[src/rtl/ik_swift_iter_ctrl.sv]
// ik_swift_iter_ctrl: runs the ik_swift core until joint deltas fall below tolerance, the budget is spent, or the core stalls
// Host side: start/cfg_*/z_in/joint_type_in/dh_init/target_in job load, busy, result_valid/result_ack, dh_result, iter_count, converged, timeout_err
// Core side: core_en level, core_rst one-cycle clear per iteration, core_done/core_delta/core_dh_out results, core_z/core_joint_type/core_dh_in/core_target operands
module ik_swift_iter_ctrl #(
  parameter int W = 36,
  parameter int ITER_W = 8,
  parameter int TIMEOUT = 4096
) (
  input  logic              clk,
  input  logic              rst_n,
  input  logic              start,
  input  logic [ITER_W-1:0] cfg_max_iter,
  input  logic [W-1:0]      cfg_tol,
  input  logic [3*W-1:0]    z_in,
  input  logic [5:0]        joint_type_in,
  input  logic [6*W-1:0]    dh_init,
  input  logic [6*W-1:0]    target_in,
  output logic              busy,
  output logic              result_valid,
  input  logic              result_ack,
  output logic [6*W-1:0]    dh_result,
  output logic [ITER_W-1:0] iter_count,
  output logic              converged,
  output logic              timeout_err,
  output logic              core_en,
  output logic              core_rst,
  input  logic              core_done,
  input  logic [6*W-1:0]    core_delta,
  input  logic [6*W-1:0]    core_dh_out,
  output logic [3*W-1:0]    core_z,
  output logic [5:0]        core_joint_type,
  output logic [6*W-1:0]    core_dh_in,
  output logic [6*W-1:0]    core_target
);
  typedef enum logic [2:0] {IDLE, CLR, RUN, CHECK, DONE} state_t;
  localparam int WD_W = $clog2(TIMEOUT) + 1;
  state_t            state;
  logic [WD_W-1:0]   wd;
  logic [ITER_W-1:0] budget;
  logic [W-1:0]      tol;
  logic [W-1:0]      max_mag;
  logic [6*W-1:0]    delta;
  // the most negative value has no positive twin, so it saturates
  function automatic logic [W-1:0] mag(input logic [W-1:0] d);
    return d[W-1] ? (d[W-2:0] == '0 ? {1'b0, {(W-1){1'b1}}} : -d) : d;
  endfunction
  always_comb begin
    max_mag = '0;
    for (int i = 0; i < 6; i++)
      max_mag = mag(delta[i*W +: W]) > max_mag ? mag(delta[i*W +: W]) : max_mag;
  end
  assign core_dh_in = dh_result;
  always_ff @(posedge clk or negedge rst_n) begin
    if (!rst_n) begin
      state           <= IDLE;
      wd              <= '0;
      budget          <= '0;
      tol             <= '0;
      delta           <= '0;
      busy            <= 1'b0;
      result_valid    <= 1'b0;
      dh_result       <= '0;
      iter_count      <= '0;
      converged       <= 1'b0;
      timeout_err     <= 1'b0;
      core_en         <= 1'b0;
      core_rst        <= 1'b0;
      core_z          <= '0;
      core_joint_type <= '0;
      core_target     <= '0;
    end else begin
      case (state)
        IDLE: if (start) begin
          budget          <= cfg_max_iter == '0 ? ITER_W'(1) : cfg_max_iter;
          tol             <= cfg_tol;
          core_z          <= z_in;
          core_joint_type <= joint_type_in;
          dh_result       <= dh_init;
          core_target     <= target_in;
          iter_count      <= '0;
          converged       <= 1'b0;
          timeout_err     <= 1'b0;
          busy            <= 1'b1;
          core_rst        <= 1'b1;
          state           <= CLR;
        end
        CLR: begin
          core_rst <= 1'b0;
          core_en  <= 1'b1;
          wd       <= '0;
          state    <= RUN;
        end
        RUN: if (core_done) begin
          dh_result  <= core_dh_out;
          delta      <= core_delta;
          iter_count <= iter_count + 1'b1;
          core_en    <= 1'b0;
          state      <= CHECK;
        end else if (wd == WD_W'(TIMEOUT - 1)) begin
          timeout_err  <= 1'b1;
          core_en      <= 1'b0;
          busy         <= 1'b0;
          result_valid <= 1'b1;
          state        <= DONE;
        end else begin
          wd <= wd + 1'b1;
        end
        CHECK: if (max_mag < tol || iter_count >= budget) begin
          converged    <= max_mag < tol;
          busy         <= 1'b0;
          result_valid <= 1'b1;
          state        <= DONE;
        end else begin
          core_rst <= 1'b1;
          state    <= CLR;
        end
        DONE: if (result_ack) begin
          result_valid <= 1'b0;
          state        <= IDLE;
        end
        default: state <= IDLE;
      endcase
    end
  end
endmodule

[config.mk]
export PLATFORM = sky130hd
export DESIGN_NAME = ik_swift_iter_ctrl
export DESIGN_NICKNAME = d
export VERILOG_FILES = /design/src/rtl/ik_swift_iter_ctrl.sv
export SDC_FILE = /design/constraint.sdc
export NUM_CORES = 2
export LEC_CHECK = 0
export ABC_CLOCK_PERIOD_IN_PS = 26300
export BUFFER_PORTS_ARGS = -buffer_cell sky130_fd_sc_hd__clkbuf_2
export CORE_AREA = 4 4 691 693
export DETAILED_ROUTE_END_ITERATION = 10
export DIE_AREA = 0 0 695 697
export PLACE_DENSITY = 0.3
export SYNTH_ARGS = -nofsm -noshare
export SYNTH_HDL_FRONTEND = slang
export SYNTH_SLANG_ARGS = --single-unit
[constraint.sdc]
create_clock -name clk -period 26.3 [get_ports clk]
set_input_delay 3.945 -clock clk [delete_from_list [all_inputs] [get_ports clk]]
set_output_delay 3.945 -clock clk [all_outputs]
set_load 0.02 [all_outputs]
[After elaboration in Yosys (flattened, before gate mapping)]
Cells that the tools add are included.
Widths: inputs -> output; s select.
Word-level totals
  flip-flop bits (word level): 836
  bits in latches: 0
  memory bits (writable): 0
  ROM bits: 0
  output and inout port bits: 776
  memories kept: 0
Cells by class
  add/subtract/negate cells: 8
  $mul: 0
  div/mod/pow operators: 0
  order comparisons: 8
  equal/unequal tests: 14
  shift-type cells: 0
  muxes and demuxes: 52
  bitwise operators: 0
  reduce and logical (&&, ||, !) cells: 26
Operators by type and width (number)
  $mux 36: 18
  $mux 216: 2
  $pmux 216 s2: 1
  $neg 36->36: 6
  $logic_not 35->1: 6
  $gt 36x36->1: 5
  $gt 36x1->1 const B: 1
  $lt 36x36->1: 1
  $mux 13: 2
  $pmux 13 s2: 1
  $mux 8: 3
  $ne 2x2->1 const B: 8
  $pmux 8 s2: 1
  $mux 3: 5
  $pmux 3 s5: 1
  $reduce_and 3->1: 5
  $add 13x1->13 const B: 1
  $eq 13x12->1 const B: 1
  $mux 1: 12
  $reduce_and 5->1: 2
  $pmux 1 s3: 3
  $reduce_bool 3->1: 3
  $add 8x1->8 const B: 1
  $ge 8x8->1: 1
  11 further kinds: 18

[Longest topological paths before layout]
  depth in word-level cells: 19
  depth in mapped cells: 81

[Least setup slack after synthesis]
No wires, ideal clock.
  path type: register to register
  start: register delta[62]
  end: register result_valid
  setup time: 0.067 ns
  data arrival time: 15.204 ns
  data required time: 26.233 ns
  setup slack: 11.029 ns
  stages on the path, launching flop included: 74
  period minus slack after synthesis: 15.271 ns
  path through: dfrtp_1 -> clkbuf_1 -> or4_1 -> or3_1 -> or2_2 -> nor2_1 -> clkbuf_1 -> o21ai_0 -> o21ai_0 -> ha_1 -> nand4_1 -> nor4_1 -> o21ai_0 -> and4b_1 -> o21ai_1 -> clkbuf_1 -> clkbuf_1 -> nor2_1 -> [38 not listed] -> a2111oi_0 -> o211ai_1 -> o211ai_1 -> clkbuf_1 -> nor2_1 -> a221oi_1 -> ha_1 -> a21o_1 -> a21o_1 -> a21oi_1 -> o21ai_0 -> a211oi_1 -> nor2_1 -> a211oi_1 -> nand3_1 -> a21oi_1 -> a31o_4 -> a32o_1
On the way
  longest elaborated chain between the ends: 17
  elaborated cells between the ends (all ways): 18
  classes of those cells: add/sub: 1; order compare: 6; eq/ne: 1; mux: 7; reduce/logical: 3
Ends and longest elaborated chain
  from (decl): line 42  | logic [6*W-1:0] delta;
  from (signal assigned): line 95  | delta <= core_delta;
  $neg 36->36 or $logic_not 35->1 (tied branches): line 45  | return d[W-1] ? (d[W-2:0] == '0 ? {1'b0, {(W-1){1'b1}}} : -d) : d;
  $mux 36: line 45
  $mux 36 (*): line 45
  $gt 36x36->1: line 50  | max_mag = mag(delta[i*W +: W]) > max_mag ? mag(delta[i*W +: W]) : max_mag;
  $mux 36 (*): line 50
  $gt 36x36->1: line 50
  $mux 36 (*): line 50
  $gt 36x36->1: line 50
  $mux 36 (*): line 50
  $gt 36x36->1: line 50
  $mux 36 (*): line 50
  $gt 36x36->1: line 50
  $mux 36 (*): line 50
  $lt 36x36->1 (*): line 108  | CHECK: if (max_mag < tol || iter_count >= budget) begin
  $logic_or 1x1->1 (*): line 108
  $ne 2x2->1 (no source line) (*)
  $reduce_and 5->1 (no source line) (*)
  to (signal assigned): line 103  | result_valid <= 1'b1;
  to (signal assigned): line 111  | result_valid <= 1'b1;
  to (signal assigned): line 118  | result_valid <= 1'b0;
  to (decl): line 19  | output logic result_valid,
Mark *: on every way between the ends. The rest lies on a longest branch, timed or not.
A chain may end at the register's enable or synchronous reset.

[Worst setup path in the final report]
  start: register delta[50]
  end: register core_rst
On the way
  longest elaborated chain between the ends: 17
  elaborated cells between the ends (all ways): 18
  classes of those cells: add/sub: 1; order compare: 6; eq/ne: 1; mux: 7; reduce/logical: 3
Ends and longest elaborated chain
  $neg 36->36 or $logic_not 35->1 (tied branches): line 45
  $mux 36: line 45
  $mux 36 (*): line 45
  $gt 36x36->1: line 50
  $mux 36 (*): line 50
  $gt 36x36->1: line 50
  $mux 36 (*): line 50
  $gt 36x36->1: line 50
  $mux 36 (*): line 50
  $gt 36x36->1: line 50
  $mux 36 (*): line 50
  $gt 36x36->1: line 50
  $mux 36 (*): line 50
  $lt 36x36->1 (*): line 108
  $logic_or 1x1->1 (*): line 108
  $ne 2x2->1 (no source line) (*)
  $reduce_and 3->1 (no source line) (*)
  to (signal assigned): line 84  | core_rst <= 1'b1;
  to (signal assigned): line 88  | core_rst <= 1'b0;
  to (signal assigned): line 114  | core_rst <= 1'b1;
  to (decl): line 26  | output logic core_rst,
Marks and branches as above.

==> flow_metrics.tcl <==
set metrics [dict create \
    clkSinkCount 836 \
    fin_tns_setup_ps 0 \
    hold-path-cell-count 2 \
    io-pin-count 1803 \
    cts_hold_buffers 0 \
    finClkSkew_ps 117.2 \
    pre_cts_slack_ps 6376 \
    clkSlewWorstSetupHoldPaths_ps 60 \
    total_wirelength_um 442300 \
    maxSlewHeadroom_pct 14.43 \
    clk-insertion-delay-late_ps 930 \
    ff2ff_setup_slack_ps 6130 \
    vias_after_detailed_routing 48720 \
    ys_async_sr_fraction_pct 100.0 \
    post_cts_resized 0 \
    critical_setup_path_class "flop to flop" \
    antenna_violations_before_repair 262 \
    cts_buffer_depth 4 \
    die_w_um 695 \
    synth.distinct_cells 86 \
    finalSetupViolCount 0 \
    worstPathArrival_ps 20840 \
    floorplan.die.height_um 697 \
    synth-main-ff-cell "sky130_fd_sc_hd__dfrtp_1" \
    unrepaired_setup_endpoints_after_global_routing "false" \
    globalplace.congestion 0.9994 \
    drt_first_iter_violations 3450 \
    post-route-period-util_pct 76.68 \
    critical_path_peak_fanout 77 \
    htree_num_levels 3 \
    max-cap-violations 0 \
    timing.final.max_slew_violations 0 \
    outcome "complete, no violations" \
    setup.worst_path.start_class "flop" \
    number_of_standard_cells_after_synthesis 5383 \
    cp-end-kind "flop" \
    first_pass_iters 7 \
    path_buf_inv 2 \
    critical-path-top-delay-family "compound AO/OA/AOI/OAI gates" \
    drc 0 \
    cts_setup_buffers 0 \
    area_delta_synth_final_pct 39.86 \
    placement_rows 252 \
    globalRouteOverflowTotal 0 \
    tightest_slew_ps 1270 \
    placement.io_buffers 1802 \
    grt_util_all_layers_pct 17.57 \
    grt_first_pass_wirelength_um 554500 \
    grt_pass1_vias 48440 \
    fmax_mhz 49.59 \
    sequential_element_share_of_the_synthesized_area_pct 43.87 \
    yosysWarningCount 0 \
    core_area_sq_um 470700 \
    design_area_sq_um 66690 \
    layout_net_count 8127 \
    netlist_area_sq_um 47680 \
    layout-drive-gt1-share_pct 35.51 \
    synth-edff-count 0 \
    tritoncts.num_buffers 124 \
    timing.critical_path.depth 59 \
    post_drt_wl_per_cell_um 33.32 \
    fin_ws_ps 6133 \
    cts_tree "done" \
    leading_cell_types_in_the_layout_fill_and_taps_excluded "1,801 x sky130_fd_sc_hd__clkbuf_2, 1,386 x sky130_fd_sc_hd__nand2_1, 835 x sky130_fd_sc_hd__dfrtp_1" \
    mean_number_of_vias_per_cell 3.671 \
    path_depth_of_the_worst_reg2reg_path 59 \
    period_minus_slack_ps 20170 \
    worst_ep_required_time_ps 26970 \
    post_synth.cell_area_avg_sq_um 8.858 \
    largest_net_degree_at_the_start_of_global_routing 142 \
    die_area_sq_um 484400 \
    initial_utilization_pct 10.13 \
    crit_path_top_delay_cell "sky130_fd_sc_hd__nor2_1" \
    placedInstanceArea_sq_um 62370 \
    mostFrequentLayoutCell "sky130_fd_sc_hd__clkbuf_2" \
    final-hold-violation-count 0 \
    route.antenna.remaining_nets 0 \
    post_synthesis_register_bit_count 836 \
    critPathMaxStageDelay_ps 820 \
    cts_root_buffer "sky130_fd_sc_hd__clkbuf_16" \
    detailed_place_hpwl_um 383800 \
    syn-num-nets 6640 \
    hold_crit_path_type "flop to flop" \
]
metrics by stage:
stage | hold WS, ps | util [%] | std cells
finish | 500.3 | 14.17 | 13270
global route | 521.4 | 14.14 | 13220
CTS | 502.7 | 14.12 | 13190
detailed placement | 488.9 | 13.25 | 12970
global placement | 490.8 | 13.25 | 12970
floorplan | 471.4 | - | 5383
cell families after synthesis:
| kind of cell | after synthesis | synth area share, % |
|---|---|---|
| buffers and inverters | 632 | 6.738 |
| adder cells (fa/ha/maj) | 230 | 6.035 |
| AND/OR/NAND/NOR | 2199 | 19.49 |
| AO/OA/AOI/OAI | 1007 | 13.14 |
| multiplexers | 380 | 8.911 |
| XOR/XNOR | 99 | 1.818 |
| flip-flops | 836 | 43.87 |
area by class of cell:
type,count,area [sq um]
fill,54020,404100
multi-input combinational,3915,23640
sequential,836,20920
timing repair buffer,1863,9537
tap,6223,7786
clock buffer,181,3627
inverter,130,488.0
clock inverter,39,480.5
antenna,86,215.2
per-layer routing:
metal / part of all wire (%) / global-route usage, %
met5: 0.12 / 0
met4: 5.0 / 7.305
met3: 9.2 / 6.666
met2: 49 / 30.93
met1: 36 / 18.70
Yosys cell counts, types with 15 or more instances:
cell / count / area [sq um]
sky130_fd_sc_hd__ha_1: 230 / 2878
sky130_fd_sc_hd__a31oi_1: 255 / 1595
sky130_fd_sc_hd__mux2_2: 356 / 4009
sky130_fd_sc_hd__clkbuf_1: 267 / 1002
sky130_fd_sc_hd__nand2b_1: 19 / 118.9
sky130_fd_sc_hd__buf_4: 217 / 1629
sky130_fd_sc_hd__and3_1: 18 / 112.6
sky130_fd_sc_hd__or2_2: 15 / 93.84
sky130_fd_sc_hd__nor3_1: 60 / 300.3
sky130_fd_sc_hd__nand3_1: 64 / 320.3
sky130_fd_sc_hd__or3_1: 38 / 237.7
sky130_fd_sc_hd__o41ai_1: 18 / 157.7
sky130_fd_sc_hd__or4_1: 32 / 240.2
sky130_fd_sc_hd__nor2_1: 402 / 1509
sky130_fd_sc_hd__nand2_1: 1388 / 5210
sky130_fd_sc_hd__a211oi_1: 20 / 150.1
sky130_fd_sc_hd__o22ai_1: 16 / 100.1
sky130_fd_sc_hd__nor4_1: 38 / 237.7
sky130_fd_sc_hd__inv_1: 130 / 488.0
sky130_fd_sc_hd__a21o_1: 59 / 442.9
sky130_fd_sc_hd__xnor2_1: 17 / 148.9
sky130_fd_sc_hd__o31ai_1: 36 / 270.3
sky130_fd_sc_hd__xor2_1: 82 / 718.2
sky130_fd_sc_hd__nand4_1: 58 / 362.9
sky130_fd_sc_hd__dfrtp_1: 836 / 20920
sky130_fd_sc_hd__a21oi_1: 179 / 895.9
sky130_fd_sc_hd__o21ai_0: 277 / 1386
sky130_fd_sc_hd__o21a_1: 43 / 322.8
sky130_fd_sc_hd__mux2i_1: 24 / 240.2
sequential cells by signal (all words and copies together), names as in the netlist:
register and count:
converged 1, core_z 108, busy 1, wd 13
timeout_err 1, state 3, core_target 216, result_valid 1
budget 8, core_rst 1, core_joint_type 6, iter_count 8
delta 216, tol 36, core_en 1, core_dh_in 216
tightest hold or removal path: stages, from the launching register on:
cell and delay, ps:
sky130_fd_sc_hd__dfrtp_1 350, sky130_fd_sc_hd__a31oi_1 40, sky130_fd_sc_hd__nor2_1 70
final timing paths:
kind	start	to
min in group asynchronous	rst_n	core_target[208]
hold reg to reg	timeout_err	timeout_err
setup / recovery	delta[50]	core_rst
hold / removal	timeout_err	timeout_err
max in group asynchronous	rst_n	core_dh_in[69]
setup reg to reg	delta[50]	core_rst
Power is left out: the tool's default activity adds up to more than one toggle a clock period on the data nets, which glitch-free logic cannot reach.
